[src/rtl/debug_mem_sequencer_pkg.sv]
// Shared types and helpers for the debug BRAM sequencer.
package debug_seq_pkg;

  typedef enum logic [3:0] {
    ST_IDLE       = 4'd0,
    ST_LOAD_I     = 4'd1,
    ST_LOAD_D     = 4'd2,
    ST_CORE_RST   = 4'd3,
    ST_RUN        = 4'd4,
    ST_DUMP_ISSUE = 4'd5,
    ST_DUMP_WAIT  = 4'd6,
    ST_DUMP_HOLD  = 4'd7,
    ST_DONE       = 4'd8
  } seq_state_t;

  localparam logic [3:0] BYTE_WE_ALL = 4'b1111;
  localparam logic       SEL_DATA    = 1'b0;
  localparam logic       SEL_INST    = 1'b1;

  // Word index to byte address on the debug ports.
  function automatic logic [31:0] idx_to_addr(input logic [29:0] idx);
    return {idx, 2'b00};
  endfunction

endpackage

[src/rtl/debug_mem_sequencer_if.sv]
// Host-side load and dump streams of the debug sequencer.
interface debug_mem_sequencer_if;
  logic        in_valid;
  logic        in_ready;
  logic [31:0] in_data;
  logic        in_last;
  logic        out_valid;
  logic        out_ready;
  logic [31:0] out_data;
  logic [31:0] out_addr;
  logic        out_sel;

  // Host / UART bridge side.
  modport master (
    output in_valid, in_data, in_last, out_ready,
    input  in_ready, out_valid, out_data, out_addr, out_sel
  );

  // Sequencer side.
  modport slave (
    input  in_valid, in_data, in_last, out_ready,
    output in_ready, out_valid, out_data, out_addr, out_sel
  );
endinterface

[src/rtl/debug_mem_sequencer_counter.sv]
// Loadable down-counter with a zero flag; used to time core reset and run phases.
module dbg_cycle_counter #(
  parameter int unsigned WIDTH = 32
) (
  input  logic             clk,
  input  logic             rst_n,
  input  logic             load,
  input  logic [WIDTH-1:0] loadValue,
  input  logic             dec,
  output logic             zero
);

  logic [WIDTH-1:0] count;

  // Load has priority; decrement saturates at zero.
  always_ff @(posedge clk or negedge rst_n) begin
    if (!rst_n) begin
      count <= '0;
    end else if (load) begin
      count <= loadValue;
    end else if (dec && (count != '0)) begin
      count <= count - WIDTH'(1);
    end
  end

  assign zero = (count == '0);

endmodule

[src/rtl/debug_mem_sequencer.sv]
// Loads InstRAM/DataRAM images from the host, pulses core reset, runs the core
// for a fixed budget, then dumps DataRAM followed by InstRAM to the host.
module debug_mem_sequencer
  import debug_seq_pkg::*;
#(
  parameter int unsigned BRAM_WORDS = 4096,
  parameter int unsigned RST_CYCLES = 5,
  parameter int unsigned RUN_CYCLES = 200000
) (
  input  logic                  CPU_CLK,
  input  logic                  CPU_RST_N,
  input  logic                  start,
  debug_mem_sequencer_if.slave  hostBus,
  output logic                  core_rst,
  output logic                  busy,
  output logic                  done,
  output logic [31:0]           dram_a2,
  output logic [31:0]           iram_a2,
  output logic [31:0]           dram_wd2,
  output logic [31:0]           iram_wd2,
  output logic [3:0]            dram_we2,
  output logic [3:0]            iram_we2,
  input  logic [31:0]           dram_rd2,
  input  logic [31:0]           iram_rd2
);

  localparam int unsigned IW       = $clog2(BRAM_WORDS);
  localparam logic [IW-1:0] LAST_IDX = IW'(BRAM_WORDS - 1);
  localparam logic [31:0]   RST_LOAD = 32'(RST_CYCLES - 1);
  localparam logic [31:0]   RUN_LOAD = 32'(RUN_CYCLES - 1);

  seq_state_t    state;
  logic [IW-1:0] idx;
  logic          outSel;
  logic [31:0]   outData;
  logic [31:0]   outAddr;

  logic        loadI;
  logic        loadD;
  logic        inHs;
  logic        loadEnd;
  logic        dumping;
  logic [31:0] curAddr;
  logic        cntLoad;
  logic [31:0] cntValue;
  logic        cntDec;
  logic        cntZero;

  assign loadI   = (state == ST_LOAD_I);
  assign loadD   = (state == ST_LOAD_D);
  assign inHs    = hostBus.in_valid && (loadI || loadD);
  assign loadEnd = hostBus.in_last || (idx == LAST_IDX);
  assign dumping = (state == ST_DUMP_ISSUE) || (state == ST_DUMP_WAIT) ||
                   (state == ST_DUMP_HOLD);
  assign curAddr = idx_to_addr(30'(idx));

  // Counter is armed when entering CORE_RST and re-armed when entering RUN.
  always_comb begin
    cntLoad  = 1'b0;
    cntValue = '0;
    if (loadD && inHs && loadEnd) begin
      cntLoad  = 1'b1;
      cntValue = RST_LOAD;
    end else if ((state == ST_CORE_RST) && cntZero) begin
      cntLoad  = 1'b1;
      cntValue = RUN_LOAD;
    end
  end

  assign cntDec = (state == ST_CORE_RST) || (state == ST_RUN);

  dbg_cycle_counter #(.WIDTH(32)) phaseCounter (
    .clk       (CPU_CLK),
    .rst_n     (CPU_RST_N),
    .load      (cntLoad),
    .loadValue (cntValue),
    .dec       (cntDec),
    .zero      (cntZero)
  );

  // Main sequencing FSM with word index, dump select and dump output registers.
  always_ff @(posedge CPU_CLK or negedge CPU_RST_N) begin
    if (!CPU_RST_N) begin
      state   <= ST_IDLE;
      idx     <= '0;
      outSel  <= SEL_DATA;
      outData <= '0;
      outAddr <= '0;
    end else begin
      case (state)
        ST_IDLE, ST_DONE: begin
          if (start) begin
            state  <= ST_LOAD_I;
            idx    <= '0;
            outSel <= SEL_DATA;
          end
        end
        ST_LOAD_I, ST_LOAD_D: begin
          if (inHs) begin
            if (loadEnd) begin
              idx   <= '0;
              state <= loadI ? ST_LOAD_D : ST_CORE_RST;
            end else begin
              idx <= idx + IW'(1);
            end
          end
        end
        ST_CORE_RST: begin
          if (cntZero) state <= ST_RUN;
        end
        ST_RUN: begin
          if (cntZero) begin
            state  <= ST_DUMP_ISSUE;
            idx    <= '0;
            outSel <= SEL_DATA;
          end
        end
        ST_DUMP_ISSUE: state <= ST_DUMP_WAIT;
        ST_DUMP_WAIT: begin
          outData <= (outSel == SEL_INST) ? iram_rd2 : dram_rd2;
          outAddr <= curAddr;
          state   <= ST_DUMP_HOLD;
        end
        ST_DUMP_HOLD: begin
          if (hostBus.out_ready) begin
            if (idx != LAST_IDX) begin
              idx   <= idx + IW'(1);
              state <= ST_DUMP_ISSUE;
            end else if (outSel == SEL_DATA) begin
              outSel <= SEL_INST;
              idx    <= '0;
              state  <= ST_DUMP_ISSUE;
            end else begin
              state <= ST_DONE;
            end
          end
        end
        default: state <= ST_IDLE;
      endcase
    end
  end

  // a2 follows idx for the RAM being loaded or dumped, and stays put through a dump stall.
  assign iram_a2  = (loadI || (dumping && (outSel == SEL_INST))) ? curAddr : '0;
  assign dram_a2  = (loadD || (dumping && (outSel == SEL_DATA))) ? curAddr : '0;
  assign iram_we2 = (loadI && inHs) ? BYTE_WE_ALL : '0;
  assign dram_we2 = (loadD && inHs) ? BYTE_WE_ALL : '0;
  assign iram_wd2 = (loadI && inHs) ? hostBus.in_data : '0;
  assign dram_wd2 = (loadD && inHs) ? hostBus.in_data : '0;

  assign hostBus.in_ready  = loadI || loadD;
  assign hostBus.out_valid = (state == ST_DUMP_HOLD);
  assign hostBus.out_data  = outData;
  assign hostBus.out_addr  = outAddr;
  assign hostBus.out_sel   = outSel;

  assign core_rst = (state != ST_RUN);
  assign busy     = (state != ST_IDLE) && (state != ST_DONE);
  assign done     = (state == ST_DONE);

endmodule

[src/flat_wrapper.sv]
// flat-port wrapper written by rule: the top's interface ports become plain ports
module debug_mem_sequencer_flat import debug_seq_pkg::*;
#(
  parameter int unsigned BRAM_WORDS = 4096,
  parameter int unsigned RST_CYCLES = 5,
  parameter int unsigned RUN_CYCLES = 200000
)
  (CPU_CLK, CPU_RST_N, start, core_rst, busy, done, dram_a2, iram_a2, dram_wd2, iram_wd2, dram_we2, iram_we2, dram_rd2, iram_rd2, hostBus_in_valid, hostBus_in_data, hostBus_in_last, hostBus_out_ready, hostBus_in_ready, hostBus_out_valid, hostBus_out_data, hostBus_out_addr, hostBus_out_sel);
  debug_mem_sequencer_if hostBus_i ();
  input  logic CPU_CLK;
  input  logic CPU_RST_N;
  input  logic start;
  output logic core_rst;
  output logic busy;
  output logic done;
  output logic [31:0] dram_a2;
  output logic [31:0] iram_a2;
  output logic [31:0] dram_wd2;
  output logic [31:0] iram_wd2;
  output logic [3:0] dram_we2;
  output logic [3:0] iram_we2;
  input  logic [31:0] dram_rd2;
  input  logic [31:0] iram_rd2;
  input wire logic [$bits(hostBus_i.in_valid)-1:0] hostBus_in_valid;
  input wire logic [$bits(hostBus_i.in_data)-1:0] hostBus_in_data;
  input wire logic [$bits(hostBus_i.in_last)-1:0] hostBus_in_last;
  input wire logic [$bits(hostBus_i.out_ready)-1:0] hostBus_out_ready;
  output wire logic [$bits(hostBus_i.in_ready)-1:0] hostBus_in_ready;
  output wire logic [$bits(hostBus_i.out_valid)-1:0] hostBus_out_valid;
  output wire logic [$bits(hostBus_i.out_data)-1:0] hostBus_out_data;
  output wire logic [$bits(hostBus_i.out_addr)-1:0] hostBus_out_addr;
  output wire logic [$bits(hostBus_i.out_sel)-1:0] hostBus_out_sel;
  assign hostBus_i.in_valid = hostBus_in_valid;
  assign hostBus_i.in_data = hostBus_in_data;
  assign hostBus_i.in_last = hostBus_in_last;
  assign hostBus_i.out_ready = hostBus_out_ready;
  assign hostBus_in_ready = hostBus_i.in_ready;
  assign hostBus_out_valid = hostBus_i.out_valid;
  assign hostBus_out_data = hostBus_i.out_data;
  assign hostBus_out_addr = hostBus_i.out_addr;
  assign hostBus_out_sel = hostBus_i.out_sel;
  debug_mem_sequencer #(.BRAM_WORDS(BRAM_WORDS), .RST_CYCLES(RST_CYCLES), .RUN_CYCLES(RUN_CYCLES)) u_core (.CPU_CLK(CPU_CLK), .CPU_RST_N(CPU_RST_N), .start(start), .hostBus(hostBus_i), .core_rst(core_rst), .busy(busy), .done(done), .dram_a2(dram_a2), .iram_a2(iram_a2), .dram_wd2(dram_wd2), .iram_wd2(iram_wd2), .dram_we2(dram_we2), .iram_we2(iram_we2), .dram_rd2(dram_rd2), .iram_rd2(iram_rd2));
endmodule
[config.mk]
export PLATFORM = sky130hd
export DESIGN_NAME = debug_mem_sequencer_flat
export DESIGN_NICKNAME = d
export VERILOG_FILES = /design/src/rtl/debug_mem_sequencer_pkg.sv /design/src/rtl/debug_mem_sequencer_if.sv /design/src/rtl/debug_mem_sequencer_counter.sv /design/src/rtl/debug_mem_sequencer.sv /design/src/flat_wrapper.sv
export SDC_FILE = /design/constraint.sdc
export NUM_CORES = 1
export LEC_CHECK = 0
export BUFFER_PORTS_ARGS = -buffer_cell sky130_fd_sc_hd__buf_2
export CORE_UTILIZATION = 35
export DETAILED_ROUTE_END_ITERATION = 8
export HOLD_SLACK_MARGIN = 0.15
export SETUP_SLACK_MARGIN = 0.2
export SLEW_MARGIN = 20
export SYNTH_ARGS = -nofsm -noshare
export SYNTH_HDL_FRONTEND = slang
export SYNTH_SLANG_ARGS = --single-unit
[constraint.sdc]
create_clock -name CPU_CLK -period 8.9 [get_ports CPU_CLK]
set_clock_uncertainty 0.2 [all_clocks]
set_input_delay 0.445 -clock CPU_CLK [delete_from_list [all_inputs] [get_ports CPU_CLK]]
set_output_delay 0.445 -clock CPU_CLK [all_outputs]
set_load 0.01 [all_outputs]
; ---- Word level (Yosys, flattened, before mapping)
; Index checks and enable logic that the tools add are counted.
[word_totals]
register_bits = 93
in_bits = 102
output_inout_bits = 206
elab_cells = 93
[op_classes]
addsub = 2
n_eq_ne = 20
muxes = 36
bitwise_logic = 1
n_reduce_logical = 28
[ops]
columns = op, n
row1 = 32-bit two-way mux, 6
row2 = 12-bit two-way mux, 7
row3 = 12-bit case mux with 4 select lines, 1
row4 = 4-bit two-way mux, 10
row5 = 32-bit zero test, 1
row6 = 32-bit nonzero test, 1
row7 = "32-bit by 1-bit subtractor with 32-bit output, second input constant", 1
row8 = 14-bit two-way mux, 2
row9 = 4-bit case mux with 7 select lines, 1
row10 = 18-bit two-way mux, 1
row11 = "4-bit by 3-bit equality test with 1-bit output, second input constant", 4
row12 = "12-bit by 1-bit adder with 12-bit output, second input constant", 1
row13 = "12-bit equality test, second input constant", 1
row14 = "12-bit != test, second input constant", 1
row15 = 6-bit AND reduction, 2
row16 = 1-bit logical AND, 9
row17 = "4-bit by 2-bit equality test with 1-bit output, second input constant", 2
row18 = "2-bit by 1-bit != test with 1-bit output, second input constant", 4
row19 = 4-bit nonzero test, 2
row20 = 1-bit logical OR, 7
row21 = 1-bit two-way mux, 7
row22 = "2-bit != test, second input constant", 3
row23 = 5-bit AND reduction, 1
row24 = "4-bit by 1-bit equality test with 1-bit output, second input constant", 1
row25 = 10 further kinds, 11

; ---- Longest topological paths before layout
[logic_depth]
depth_word = 7
ltp_mapped = 10
depth_no_buf = 8

; ---- Hierarchy
; A second synthesis with hierarchy kept.
[unflattened]
hier_cells = 709
area_unflattened_um2 = 6291.0
[by_module_without_submodules]
columns = mod, n_inst, cells_per_inst, area_per_inst_um2, seq_area_each_um2
row1 = debug_mem_sequencer, 1, 475, 4224.1, 1526.5
row2 = dbg_cycle_counter, 1, 234, 2067.0, 800.8

; ---- Worst setup path before layout
; Ideal clock, no wire load.
[synth_timing]
path_type = reg-to-reg
startpoint = register u_core.phaseCounter.count[0]
endpoint = register u_core.phaseCounter.count[24]
setup_ps = 119
arrival_time_ps = 2564
required_time_ps = 8581
path_slack_ps = 6017
path_stages_with_launch = 11
path_buffers = 2
synth_period_minus_slack_ps = 2883
path_cell_list = dfrtp_1 > inv_1 > ha_1 > or3b_2 > or3_1 > or3_1 > buf_6 > buf_8 > nor4_4 > xnor2_1 > nor2_2
[synth_via]
elab_chain_len = 5
elab_cells_between_ends = 10
classes_between = add/sub (1) / mux (4) / reduce/logical (5)
[synth_lines]
columns = element, line_no
row1 = start: declaration, debug_mem_sequencer_counter.sv:13  ; logic [WIDTH-1:0] count;
row2 = start signal: assignment, debug_mem_sequencer_counter.sv:20  ; count <= loadValue;
row3 = start signal: assignment, debug_mem_sequencer_counter.sv:22  ; count <= count - WIDTH'(1);
row4 = "parallel branches: the longest is 5 deep, another holds 32-bit by 1-bit subtractor with 32-bit output", --
; Several ways; the timed one is not identified. The select of a mux whose other input is x is not followed.
; A chain may end at the register's enable or synchronous reset.

; ---- Worst setup path after layout
[layout_timing]
startpoint = register u_core.phaseCounter.count[0]
endpoint = register u_core.phaseCounter.count[27]
; Same word-level chain as after synthesis.

==> qor_table.md <==
| Item | Value |
|:---|:---|
| Outcome | finished clean |
| Total gr overflow | 0 |
| Number of synthesis warnings | 0 |
| Share of synthesized registers carrying an async set or reset | 1.00 |
| Ratio of total power to cell area | 221 nW/um^2 |
| Row Count | 48 |
| Most frequent cell on the critical path | sky130_fd_sc_hd__or3_1 |
| Area of the core region | 17200 sq um |
| Share of the clock period used by the worst path after layout | 0.414 |
| Clock period minus worst slack | 3680 ps |
| Worst Tran Pin Value | 952 ps |
| Drt pass-1 iters | 4 |
| Dominant register cell in the synthesized netlist | sky130_fd_sc_hd__dfrtp_1 |
| Final-stage net count | 997 |
| Routed WL | 17000 microns |
| IO Count | 308 |
| Max-slew violation count | 0 |
| Hold path depth | 3 |
| Hold Path Origin | dram_rd2[0] |
| Worst r2r dst | u_core.phaseCounter.count[27]$_DFFE_PN0P_ |
| Clock sink count | 93 |
| Timing-limited maximum frequency | 0.272 GHz |
| Gates resized, CTS repair | 0 |
| Core utilization of the finished layout | 0.438 |
| Data arrival time of the critical path | 3720 ps |
| Slack of the worst reg-to-reg path | 5220 ps |
| Final antenna-violating net count | 0 |
| HPWL after detailed placement | 12700 microns |
| Clock tree from TritonCTS | done |
| Hold-fix buffer count after cts | 1 |
| Slew HR | 0.360 |
| Drt drc | 0 |
| Vias in the first global route | 4759 |
| Reported leakage power | 3.68 nW |
| First-pass GRT wire length | 25900 microns |
| Synth Instances | 680 |
| Starting utilization of the core area | 0.357 |
| Slowest CP cell | sky130_fd_sc_hd__o31ai_4 |
| Die extent in y | 134 microns |
| Delay of the slowest cell on the worst path | 850 ps |
| List of cells traversed by the critical path | inv_1 > ha_1 > or3b_2 > or3_1 > or3_1 > o31ai_4 > a2111o_1 > nand2_1 |
| Critical path capture point type | flop |
| Initial antenna violation count | 0 |
| CTS Root Buffer Type | sky130_fd_sc_hd__clkbuf_16 |
| Port Buffer Count | 247 |
| Number of buffers created by CTS | 9 |
| Die area | 18000 sq um |
| Die Wd | 134 microns |
| Maximum number of pins on one net before global-route repair | 77 |
| Number of storage elements in the synthesis netlist | 93 |
| Part of the Yosys area used for sequential elements | 0.380 |
| Post-synthesis instance area | 6130 sq um |
| Syn-to-layout area delta | 22.7% |
| Destination of the worst hold path | u_core.hostBus.out_data[0]$_DFFE_PN0P_ |
| IR drop worst, VDD | 0.000105 V |
| Post-CTS Setup Repair Bufs | 0 |
| Classification of the worst setup path | flop to flop |
| Worst hold path class | primary input to flop |
| Data required time at the worst endpoint | 8940 ps |
| Share of cells above drive strength 1 | 0.343 |
| RSZ-0062 raised after global routing | no |
| Count of different cell masters after synthesis | 71 |
| Total negative slack for setup checks | 0 ps |
| CP startpoint kind | flop |
| Routability-driven placement congestion ratio | 0.807 |
| Hold violation count in the final report | 0 |
| Cells on worst reg2reg path | 8 |
| Via count | 5581 |
| Number of synthesized flops with an enable pin | 0 |
| CTS Buffer Depth | 2 |
| Wire per inst | 15.2 microns |
| H-tree Lvls | 3 |
| Drt via density | 4.97 |
| Number of design-rule violations left by the first detailed-router iteration | 378 |
| Average footprint of a synthesized cell | 9.01 sq um |
| Aggregate global-route resource usage | 0.186 |
| Reg-to-Reg Start | u_core.phaseCounter.count[0]$_DFFE_PN0P_ |
| Maximum fanout count along the critical path | 18 |
| Diode count | 0 |
| Worst-path clk slew | 70 ps |
| Number of maximum-capacitance constraint violations | 0 |
| Final-report setup violation count | 0 |
| Clock latency at the later pin of the worst-skew pair | 350 ps |
layer usage:
metal  vias up  track usage  part of all wire  wire length (microns)
li1       2689            -                 -                      -
met1      2628        0.230              0.42                   7150
met2       245        0.315              0.49                   8420
met3        19       0.0336             0.063                   1070
met4         0       0.0787             0.022                    382
met5         -            0                 0                      0
registers in the layout, summed over array words and instances (netlist names):
register and cells:
u_core.state 4, u_core.idx 12, u_core.hostBus.out_sel 1, u_core.hostBus.out_addr 12
u_core.hostBus.out_data 32, u_core.phaseCounter.count 32
cell usage after synthesis, types with 3 or more instances:
cell | count | area [sq um]
sky130_fd_sc_hd__inv_1 | 11 | 41.3
sky130_fd_sc_hd__a41oi_1 | 5 | 43.8
sky130_fd_sc_hd__clkbuf_1 | 30 | 113
sky130_fd_sc_hd__nand4_1 | 5 | 31.3
sky130_fd_sc_hd__a2111o_1 | 4 | 45.0
sky130_fd_sc_hd__o31ai_1 | 7 | 52.6
sky130_fd_sc_hd__buf_6 | 3 | 33.8
sky130_fd_sc_hd__mux2_2 | 12 | 135
sky130_fd_sc_hd__buf_2 | 3 | 15.0
sky130_fd_sc_hd__buf_1 | 6 | 22.5
sky130_fd_sc_hd__buf_4 | 67 | 503
sky130_fd_sc_hd__o21ai_0 | 15 | 75.1
sky130_fd_sc_hd__xor2_1 | 12 | 105
sky130_fd_sc_hd__mux2i_1 | 35 | 350
sky130_fd_sc_hd__and2_1 | 84 | 526
sky130_fd_sc_hd__o2111ai_1 | 7 | 61.3
sky130_fd_sc_hd__nor2_1 | 60 | 225
sky130_fd_sc_hd__nor3_1 | 10 | 50.1
sky130_fd_sc_hd__a211oi_1 | 3 | 22.5
sky130_fd_sc_hd__or3_1 | 11 | 68.8
sky130_fd_sc_hd__or2_2 | 3 | 18.8
sky130_fd_sc_hd__a31oi_1 | 12 | 75.1
sky130_fd_sc_hd__nand2_1 | 39 | 146
sky130_fd_sc_hd__o211ai_1 | 8 | 60.1
sky130_fd_sc_hd__a21oi_1 | 51 | 255
sky130_fd_sc_hd__dfrtp_1 | 93 | 2330
sky130_fd_sc_hd__or4_4 | 4 | 45.0
sky130_fd_sc_hd__nand2b_1 | 5 | 31.3
sky130_fd_sc_hd__nand3_1 | 8 | 40.0
sky130_fd_sc_hd__nor4_1 | 10 | 62.6
worst max path at each step:
stage | from | cells past startpoint | end | slack, ps
after floorplan | u_core.phaseCounter.count[0]$_DFFE_PN0P_ | 10 | u_core.phaseCounter.count[24]$_DFFE_PN0P_ | 6020
after global placement | u_core.phaseCounter.count[0]$_DFFE_PN0P_ | 8 | u_core.phaseCounter.count[27]$_DFFE_PN0P_ | 5260
after detailed placement | u_core.phaseCounter.count[0]$_DFFE_PN0P_ | 8 | u_core.phaseCounter.count[27]$_DFFE_PN0P_ | 5250
after CTS | u_core.phaseCounter.count[0]$_DFFE_PN0P_ | 8 | u_core.phaseCounter.count[27]$_DFFE_PN0P_ | 5240
after global routing | u_core.phaseCounter.count[0]$_DFFE_PN0P_ | 8 | u_core.idx[7]$_DFFE_PN0P_ | 5010
final | u_core.phaseCounter.count[0]$_DFFE_PN0P_ | 8 | u_core.phaseCounter.count[27]$_DFFE_PN0P_ | 5220
stage by stage:
stage / total power [mW] / instance area [sq um] / worst slack [ps] / hold slack (ps) / std cells
after detailed placement: 1.27 / 7200 / 5250 / 249 / 1106
after CTS: 1.67 / 7510 / 5240 / 184 / 1123
after global routing: 1.78 / 7510 / 5010 / 206 / 1123
after global placement: 1.27 / 7200 / 5260 / 244 / 1106
final: 1.66 / 7510 / 5220 / 196 / 1123
after floorplan: 1.08 / 6350 / 6020 / -50.6 / 739
power breakdown:
group          switching [mW]  internal (mW)  total (mW)  leakage [nW]
sequential             0.0973          0.538       0.635          1.14
combinational           0.392          0.241       0.633          2.40
clock                   0.174          0.220       0.394         0.139
total                   0.663          0.999        1.66          3.68
placed cells by master, fill, tap and decap left out, types with 3 or more instances in the layout:
master                      Yosys  layout
sky130_fd_sc_hd__a2111o_1       4       4
sky130_fd_sc_hd__a211oi_1       3       3
sky130_fd_sc_hd__a21oi_1       51      51
sky130_fd_sc_hd__a31oi_1       12      12
sky130_fd_sc_hd__a41oi_1        5       5
sky130_fd_sc_hd__and2_1        84      84
sky130_fd_sc_hd__buf_2          3     246
sky130_fd_sc_hd__buf_4         67       7
sky130_fd_sc_hd__clkbuf_16      0       9
sky130_fd_sc_hd__conb_1         1      60
sky130_fd_sc_hd__dfrtp_1       93      92
sky130_fd_sc_hd__inv_1         11      11
sky130_fd_sc_hd__mux2_2        12      12
sky130_fd_sc_hd__mux2i_1       35      35
sky130_fd_sc_hd__nand2_1       39      39
sky130_fd_sc_hd__nand2b_1       5       5
sky130_fd_sc_hd__nand3_1        8       8
sky130_fd_sc_hd__nand4_1        5       5
sky130_fd_sc_hd__nor2_1        60      60
sky130_fd_sc_hd__nor3_1        10      10
sky130_fd_sc_hd__nor4_1        10      10
sky130_fd_sc_hd__o2111ai_1      7       7
sky130_fd_sc_hd__o211ai_1       8       8
sky130_fd_sc_hd__o21ai_0       15      15
sky130_fd_sc_hd__o31ai_1        7       7
sky130_fd_sc_hd__or2_2          3       3
sky130_fd_sc_hd__or3_1         11      11
sky130_fd_sc_hd__or4_4          4       4
sky130_fd_sc_hd__xor2_1        12      12
area by class of cell:
class / instances / area (sq um)
Tap cell: 225 / 282
Fill cell: 1725 / 9660
Sequential cell: 93 / 2330
Inverter: 11 / 41.3
Clock inverter: 6 / 71.3
Timing Repair Buffer: 254 / 1290
Multi-Input combinational cell: 524 / 3270
Clock buffer: 10 / 229
critical path: cells and delay by family (launching register included):
family,cells,cell delay (ps)
and+or+nand+nor,4,1680
AOI/OAI and AO/OA,2,1050
DFF,1,380
adders and majority gates,1,160
buffers and inverters,1,90
cell families (layout without fill, tap and decap cells):
group,after synthesis,count (layout),share of synthesized area
compound gates,136,136,0.150
xor+xnor,14,14,0.0200
fa+ha+maj,2,2,0.00408
buf+inv,122,281,0.123
flops,93,93,0.380
mux,47,47,0.0792
other cells,1,60,0.000612
simple gates,265,265,0.243
Power figures use the tool's default switching activity.
